[src/rtl/mem_arb_pkg.sv]
// -----------------------------------------------------------------------------
// mem_arb_pkg
// Types and default constants shared by the unified-memory arbiter.
//   rsp_own_t        : which requester owns the read currently in flight
//   MEM_ARB_ADDR_W   : default byte-address width
//   MEM_ARB_DATA_W   : default data width
//   MEM_ARB_MAX_RUN  : default number of data grants allowed while fetch waits
// -----------------------------------------------------------------------------
package mem_arb_pkg;

  localparam int MEM_ARB_ADDR_W  = 32;
  localparam int MEM_ARB_DATA_W  = 32;
  localparam int MEM_ARB_MAX_RUN = 4;

  typedef enum logic [1:0] {
    OWN_NONE = 2'd0,
    OWN_IF   = 2'd1,
    OWN_D    = 2'd2
  } rsp_own_t;

endpackage

[src/rtl/mem_arb_run_cnt.sv]
// -----------------------------------------------------------------------------
// mem_arb_run_cnt
// Counts consecutive data grants taken while fetch is waiting, and raises
// force_if once the run reaches MAX_RUN so fetch gets the next slot.
// Only instantiated when MEM_ARB_FAIRNESS_EN is defined.
//   clk       in  clock
//   rst       in  synchronous active-low reset
//   if_valid  in  fetch request pending
//   if_grant  in  fetch granted this cycle
//   d_grant   in  data granted this cycle
//   force_if  out fetch must win arbitration this cycle
// -----------------------------------------------------------------------------
module mem_arb_run_cnt
  import mem_arb_pkg::*;
#(
  parameter int MAX_RUN = MEM_ARB_MAX_RUN
) (
  input  logic clk,
  input  logic rst,
  input  logic if_valid,
  input  logic if_grant,
  input  logic d_grant,
  output logic force_if
);

  localparam int CNT_W = $clog2(MAX_RUN + 1);
  localparam logic [CNT_W-1:0] CNT_MAX = CNT_W'(MAX_RUN);

  logic [CNT_W-1:0] run_cnt;

  // NOTE: sequential state uses non-blocking assignments so every register
  // samples pre-edge values regardless of block evaluation order.
  always_ff @(posedge clk) begin
    if (!rst) begin
      run_cnt <= '0;
    end else if (!if_valid || if_grant) begin
      run_cnt <= '0;
    end else if (d_grant && run_cnt != CNT_MAX) begin
      run_cnt <= run_cnt + CNT_W'(1);
    end
  end

  assign force_if = if_valid && (run_cnt == CNT_MAX);

endmodule

[src/rtl/mem_arbiter.sv]
// -----------------------------------------------------------------------------
// mem_arbiter
// Shares one single-port synchronous RAM between instruction fetch and
// load/store. Grants at most one access per cycle (data over fetch), records
// which requester owns the in-flight read and steers the 1-cycle read data
// back to it.
// Build option: define MEM_ARB_FAIRNESS_EN to let fetch win one slot after
// MAX_DATA_RUN consecutive data grants; otherwise data priority is strict.
//   clk, rst                       clock, synchronous active-low reset
//   if_req_valid/addr/ready        fetch request channel
//   if_rsp_valid/data              fetch read response
//   d_req_valid/we/addr/wdata/wstrb/ready  load/store request channel
//   d_rsp_valid/data               load response (never for stores)
//   mem_en/we/addr/wdata/wstrb     memory request, word-aligned address
//   mem_rdata                      memory read data, one cycle after read
// -----------------------------------------------------------------------------
module mem_arbiter
  import mem_arb_pkg::*;
#(
  parameter int ADDR_W       = MEM_ARB_ADDR_W,
  parameter int DATA_W       = MEM_ARB_DATA_W,
  parameter int MAX_DATA_RUN = MEM_ARB_MAX_RUN
) (
  input  logic                clk,
  input  logic                rst,
  input  logic                if_req_valid,
  input  logic [ADDR_W-1:0]   if_req_addr,
  output logic                if_req_ready,
  output logic                if_rsp_valid,
  output logic [DATA_W-1:0]   if_rsp_data,
  input  logic                d_req_valid,
  input  logic                d_req_we,
  input  logic [ADDR_W-1:0]   d_req_addr,
  input  logic [DATA_W-1:0]   d_req_wdata,
  input  logic [DATA_W/8-1:0] d_req_wstrb,
  output logic                d_req_ready,
  output logic                d_rsp_valid,
  output logic [DATA_W-1:0]   d_rsp_data,
  output logic                mem_en,
  output logic                mem_we,
  output logic [ADDR_W-1:0]   mem_addr,
  output logic [DATA_W-1:0]   mem_wdata,
  output logic [DATA_W/8-1:0] mem_wstrb,
  input  logic [DATA_W-1:0]   mem_rdata
);

  if (MAX_DATA_RUN < 1) begin : g_bad_run
    $error("mem_arbiter: MAX_DATA_RUN must be at least 1");
  end

  logic     force_if;
  logic     d_win;
  logic [ADDR_W-1:0] sel_addr;
  rsp_own_t rsp_own;

`ifdef MEM_ARB_FAIRNESS_EN
  mem_arb_run_cnt #(
    .MAX_RUN (MAX_DATA_RUN)
  ) u_run_cnt (
    .clk      (clk),
    .rst      (rst),
    .if_valid (if_req_valid),
    .if_grant (if_req_ready),
    .d_grant  (d_req_ready),
    .force_if (force_if)
  );
`else
  assign force_if = 1'b0;
`endif

  // Data wins unless the fairness counter has handed this slot to fetch.
  // Both readies are held low for as long as reset is asserted.
  assign d_win        = d_req_valid && !force_if;
  assign d_req_ready  = rst && d_win;
  assign if_req_ready = rst && if_req_valid && !d_win;

  assign mem_en    = if_req_ready || d_req_ready;
  assign mem_we    = d_req_ready && d_req_we;
  assign mem_wstrb = mem_we ? d_req_wstrb : '0;
  assign mem_wdata = d_req_wdata;

  // The low two address bits are masked rather than sliced so the whole
  // request address stays in use; misalignment is the requester's problem.
  assign sel_addr = d_req_ready ? d_req_addr : if_req_addr;
  assign mem_addr = sel_addr & ~ADDR_W'(3);

  always_ff @(posedge clk) begin
    if (!rst) begin
      rsp_own <= OWN_NONE;
    end else if (d_req_ready && !d_req_we) begin
      rsp_own <= OWN_D;
    end else if (if_req_ready) begin
      rsp_own <= OWN_IF;
    end else begin
      rsp_own <= OWN_NONE;
    end
  end

  assign if_rsp_valid = (rsp_own == OWN_IF);
  assign d_rsp_valid  = (rsp_own == OWN_D);
  assign if_rsp_data  = mem_rdata;
  assign d_rsp_data   = mem_rdata;

endmodule
[config.mk]
export PLATFORM = sky130hd
export DESIGN_NAME = mem_arbiter
export DESIGN_NICKNAME = d
export VERILOG_FILES = /design/src/rtl/mem_arb_pkg.sv /design/src/rtl/mem_arb_run_cnt.sv /design/src/rtl/mem_arbiter.sv
export SDC_FILE = /design/constraint.sdc
export NUM_CORES = 1
export LEC_CHECK = 0
export ABC_CLOCK_PERIOD_IN_PS = 4600
export CAP_MARGIN = 5
export CORE_AREA = 2 2 107 109
export CTS_BUF_LIST = sky130_fd_sc_hd__clkbuf_16
export DETAILED_ROUTE_END_ITERATION = 16
export DIE_AREA = 0 0 109 111
export PLACE_DENSITY = 0.6
export SYNTH_ARGS = -nofsm -noshare
export SYNTH_HDL_FRONTEND = slang
export SYNTH_SLANG_ARGS = --single-unit
[constraint.sdc]
create_clock -name clk -period 4.6 [get_ports clk]
set_clock_uncertainty 0.2 [all_clocks]
set_input_delay 1.38 -clock clk [delete_from_list [all_inputs] [get_ports clk]]
set_output_delay 1.38 -clock clk [all_outputs]
set_load 0.02 [all_outputs]
== Yosys cells after proc, flatten, opt, wreduce, memory -nomap -nowiden ==
Cells that the tools add are included.
Cells by class
  eq/ne operators: 2
  muxes and demuxes: 4
  bitwise logic cells: 1
  reductions and logical operators: 9
Operators by type and width (count)
  32-bit two-way mux: 1
  1-bit logical AND: 5
  4-bit two-way mux: 1
  2-bit by 1-bit == test with 1-bit output, second input constant: 1
  2-bit == test, second input constant: 1
  1-bit zero test: 2
  2-bit two-way mux: 1
  2-bit OR reduction: 1
  1-bit logical OR: 1
  1-bit two-way mux: 1
  1-bit inverter: 1
Storage, ports and cells
  register bits: 2
  logic and storage cells: 18

== Depth between registers and ports, before layout ==
Gate-level depths: netlist of the first run.
  depth after elaboration: 4
  gate-level depth with buffers: 3
  gate-level depth less buffers: 2

== Least setup slack after synthesis of the first run ==
Ideal clock, no wire load.
  path type: input port to output port
  start: input rst
  end: output mem_addr[10]
  data arrival time: 2008 ps
  setup slack: 1012 ps
  cell stages on the path: 3
  cells stage by stage: nand2_2 buf_6 mux2_4
On the way
  longest elaborated chain between the ends: 2
Ends and longest elaborated chain
  start: declaration: line mem_arbiter.sv:25  | input logic rst,
  1-bit logical AND: line mem_arbiter.sv:74  | assign d_req_ready = rst && d_win;
  32-bit two-way mux: line mem_arbiter.sv:84  | assign sel_addr = d_req_ready ? d_req_addr : if_req_addr;
  end: declaration: line mem_arbiter.sv:41  | output logic [ADDR_W-1:0] mem_addr,
No other way between the ends.

== Worst setup path in the final report of the first run ==
  start: input d_req_valid
  end: output mem_addr[2]
On the way
  longest elaborated chain between the ends: 2
Ends and longest elaborated chain
  start: declaration: line mem_arbiter.sv:31  | input logic d_req_valid,
  1-bit logical AND: line mem_arbiter.sv:74
  32-bit two-way mux: line mem_arbiter.sv:84
No other way between the ends.

==> results of run 1 <==
## metal layers
metal  GRT usage  up-vias  routed length (µm)
met5           0        -                   0
met1      0.0398      403                 958
met4      0.0444        0                 229
met3      0.0194       30                 588
met2      0.0870       77                1610
li1            -      405                   -
## per-stage QoR
stage               instances   util  setup TNS, ns
finish                    307  0.174              0
CTS                       307  0.173              0
floorplan                 149      -              0
global route              307  0.174              0
global placement          304  0.169          -2.32
detailed placement        304  0.169          -2.25
## path summary, 6_finish.rpt
check	endpoint	slack (ns)	cells past startpoint	start
hold / removal	rsp_own[1]$_SDFF_PN0_	1.53	2	d_req_we
setup / recovery	mem_addr[2]	0.13	5	d_req_valid
## area by class of cell
type	instances	area [µm²]	area share
Inverter	1	3.75	0.00194
Tap cell	143	179	0.0926
Sequential cell	2	40.0	0.0207
Clock buffer	3	75.1	0.0389
Multi-Input combinational cell	45	523	0.271
Timing Repair Buffer	113	1110	0.575
## logic make-up (layout without fill, tap and decap cells)
group	count (synthesis)	in the layout	share of synthesized area
other cells	1	2	0.00281
compound gates	1	1	0.00564
flops	2	2	0.0300
mux	30	30	0.332
simple gates	12	12	0.0488
buf+inv	102	117	0.580
## worst max-delay path: cells and delay by family
family                 cells  cell delay, ns
buffers and inverters      3            0.98
multiplexers               1            0.36
AND/OR/NAND/NOR            1            0.15
## layout by cell type, fill, tap and decap left out, types with 3 or more instances in the layout
cell type,n
nor2_1,3
mux2_4,28
clkdlybuf4s50_1,74
and2_1,4
buf_4,3
dlymetal6s2s_1,5
dlygate4sd2_1,29
clkbuf_16,3
## report_power, final
part,switching [mW],total (mW),internal [mW]
clock,0.0211,0.132,0.111
sequential,0.000252,0.0185,0.0182
combinational,0.0654,0.175,0.110
==> results.cfg, run 1 <==
[placed_design]
gp_congestion = 0.603
placed_cell_area_um2 = 1880
portBuffers = 108
place_hpwl_um = 2860
dp_slack_ns = -0.111

[floorplan]
fp.dieArea_um2 = 12100
core_area_um2 = 11100
pin_count = 275
start_util = 0.120
die_h_um = 111
rows = 39
chipWidth_um = 109

[global_route]
grt_pass1_vias = 955
grtUsageTotal = 0.0489
grt.overflow.total = 0
antenna_found_initial = 0
grt_max_degree = 22
grt_pass1_wl_um = 4690

[clock_tree]
numCtsBuffers = 3
cts-root-buf = clkbuf_16
clkSinkCount = 2
postCtsSetupRepairBufs = 0
cts.reportedPaths.clkPinSlew_ns = 0.03
clk_path_buf_depth = 2
cts-resized-gates = 30
htree_levels = 1
hold_buffers = 0
cts_tree = built

[sta]
fmax_mhz = 224
period_needed_ns = 4.47
setup_violations = 0
hold_ws_ns = 1.53
setup_slack_ns = 0.133
hold_viol = 0
final_max_slew_viol_count = 0
rsz0062_at_grt = no
period_share = 0.971

[drt]
wirelength_um = 3390
vias = 915
vias_per_cell = 2.98
drtPass1Iterations = 3
drtIter0Drc = 16
post_drt_wl_per_cell_um = 11.0
drc = 0
ant_nets = 0

[run_status]
status = finished, final reports clean

[setup_path]
critical_path_class = in -> out
cp-start-kind = input port
critPathSlowestCell = clkdlybuf4s50_1
worst_setup_path_end_kind = primary output
cpPeakStageDelay_ns = 0.46
crit_path_cell_trace = clkdlybuf4s50_1 > nand2_2 > buf_12 > mux2_2 > dlygate4sd2_1
arrival_ns = 2.89
required_ns = 3.02
worst-path-max-fanout = 21

[synthesis]
post_synth_num_cell_types = 14
postSynthCellCount = 148
synth-edff-count = 0
yosysMostFrequentCell = buf_4
yosys.area.top_type = buf_4
yosys-top-cells-count = buf_4 (98), mux2_4 (28), and2_1 (4), buf_6 (3), nor2_1 (3)
ys.flop_type = dfxtp_1
ys_async_sr_fraction = 0
yosysTopAreaCellShare = 0.552
synthTopCellsByArea = buf_4 (55%), mux2_4 (32%), dfxtp_1 (3.0%)
synth-seq-area-share = 0.0300
yosys_warnings = 0
synth.avg_cell_area_um2 = 9.00
synth_area_um2 = 1330
ys_ff_latch = 2

[final_layout]
top_register = rsp_own
reg_top3 = rsp_own (2)
fillers = 1241
antenna_cells = 0
layout-drive-gt1-share = 0.238
stdcell_area_um2 = 1930
final_nets = 303
largest_register_ffs = 2
area_growth_pct = 45.0

[pwr]
ir_drop_uv = 222
p_leak_nw = 0.931
p_per_area_nw_per_um2 = 169
p_total_uw = 326

[job]
max-cap-violations = 0

[worst_hold_path]
hp-class = in -> reg
Note: power is estimated with default switching activity, not from simulation.
==> run 2, diff against run 1 <==
- ABC_CLOCK_PERIOD_IN_PS: 4600 -> 3700
- CORE_AREA: 2 2 107 109 -> 2 2 106 108
- DIE_AREA: 0 0 109 111 -> 0 0 108 110
- PLACE_DENSITY: 0.6 -> 0.63
- clock period: 4.6 -> 3.7 ns (I/O delays scaled with it)
==> run 2 against run 1 <==
Net effect: via count decreased by 1.4%; sequential power increased by 24%; cell count decreased by 1.3%; non-clock buffer count decreased by 1; first-iteration DRC count increased by 25%; hold slack got worse by 0.41 ns; clock power increased by 23%; routed wire length increased by 10%; die area decreased by 1.8%; cell area decreased by 0.13%; count of clock-buffer cells in the layout unchanged; global-route usage about the same.
==> results.cfg, run 2 (synthesis gave the netlist of run 1 again) <==
[clock_tree]
clk_path_buf_depth = 2
hold_buffers = 0
cts.reportedPaths.clkPinSlew_ns = 0.03
postCtsSetupRepairBufs = 0
clkSinkCount = 2
htree_levels = 1
cts-root-buf = clkbuf_16
numCtsBuffers = 3
cts_tree = built

[sta]
setup_violations = 0
fmax_mhz = 274
hold_viol = 0
hold_ws_ns = 1.12
period_share = 0.988
final_max_slew_viol_count = 0
setup_slack_ns = 0.0449
period_needed_ns = 3.66

[setup_path]
crit_path_end = mem_addr[29]
worst-path-max-fanout = 9
worst_setup_path_end_kind = primary output
arrival_ns = 2.35
cp-start-kind = input port
critical_path_class = in -> out
critPathLaunch = d_req_valid
required_ns = 2.39

[run_status]
status = finished, final reports clean

[drt]
wirelength_um = 3740
vias = 902
drc = 0
ant_nets = 0
drtIter0Drc = 20
drtPass1Iterations = 3
post_drt_wl_per_cell_um = 12.4
vias_per_cell = 2.98

[global_route]
antenna_found_initial = 0
grt_pass1_wl_um = 4510
grt.overflow.total = 0
grt_max_degree = 20
grtUsageTotal = 0.0489
grt_pass1_vias = 894

[floorplan]
core_area_um2 = 10700
start_util = 0.125
pin_count = 275
fp.dieArea_um2 = 11900
chipWidth_um = 108
die_h_um = 110
rows = 38

[final_layout]
antenna_cells = 0
final_nets = 302
layout-drive-gt1-share = 0.252
final_cell_mix = clkdlybuf4s50_1 (69), dlygate4sd2_1 (34), mux2_4 (28)
reg_top3 = rsp_own (2)
final_common_cell = clkdlybuf4s50_1
area_growth_pct = 44.8
fillers = 1193
top_register = rsp_own
final_util = 0.180
largest_register_ffs = 2

[placed_design]
place_hpwl_um = 3170
portBuffers = 108
gp_congestion = 0.591
dp_slack_ns = -0.431

[job]
max-cap-violations = 0

[pwr]
ir_drop_uv = 151
p_total_uw = 406
p_per_area_nw_per_um2 = 210
p_leak_nw = 0.917

[worst_hold_path]
hp-class = in -> reg
[run 2: changes by cell type in the layout (fill, tap and decap cells not counted)]
cell             change
buf_4                -2
clkbuf_2             +2
clkbuf_16            +1
nand2_4              +1
dlymetal6s2s_1       -3
clkdlybuf4s50_1      -5
dlygate4sd2_1        +5
clkdlybuf4s15_2      +1
buf_12               +1
nand2_2              -1
buf_6                -1
[run 2: worst min path at each step]
stage / startpoint / to / cells after the start
detailed placement: d_req_we / rsp_own[1]$_SDFF_PN0_ / 2
finish: d_req_valid / rsp_own[0]$_SDFF_PP0_ / 2
global route: d_req_valid / rsp_own[0]$_SDFF_PP0_ / 2
CTS: d_req_valid / rsp_own[0]$_SDFF_PP0_ / 2
floorplan: d_req_valid / rsp_own[0]$_SDFF_PP0_ / 1
global placement: d_req_we / rsp_own[1]$_SDFF_PN0_ / 2
[run 2: worst max-delay path: stages]
cell           delay [ns]
dlygate4sd2_1        0.31
nand2_4              0.11
clkbuf_16            0.19
mux2_4               0.29
dlygate4sd2_1        0.33
[run 2: cell type report]
| cell class | count | area (µm²) | share of cell area |
|---|---|---|---|
| Multi-Input combinational cell | 45 | 528 | 0.274 |
| Clock buffer | 3 | 75.1 | 0.0389 |
| Inverter | 1 | 3.75 | 0.00195 |
| Timing Repair Buffer | 112 | 1110 | 0.574 |
| Tap cell | 140 | 175 | 0.0908 |
| Sequential cell | 2 | 40.0 | 0.0208 |
[run 2: power by group]
part,internal [mW],switching (mW),total [mW]
clock,0.138,0.0256,0.163
combinational,0.137,0.0827,0.219
sequential,0.0226,0.000367,0.0230
total,0.297,0.109,0.406
[run 2: stage by stage]
stage	TNS [ns]	std cells	area, µm²
global placement	-14.45	299	1870
floorplan	0	149	1340
finish	0	303	1930
detailed placement	-13.68	299	1870
CTS	0	302	1900
global route	-0.0476	303	1930
[run 2: layer usage]
metal	up-vias	global-route usage	wire length, µm
li1	401	-	-
met1	371	0.0356	993
met2	83	0.0863	1800
met3	47	0.0212	623
met4	0	0.0604	329
met5	-	0	0
[run 2: what timing repair did]
item                       in CTS  in global routing
setup endpoints to repair      38                 21
cloned                          0                  1
resized for setup              39                  7
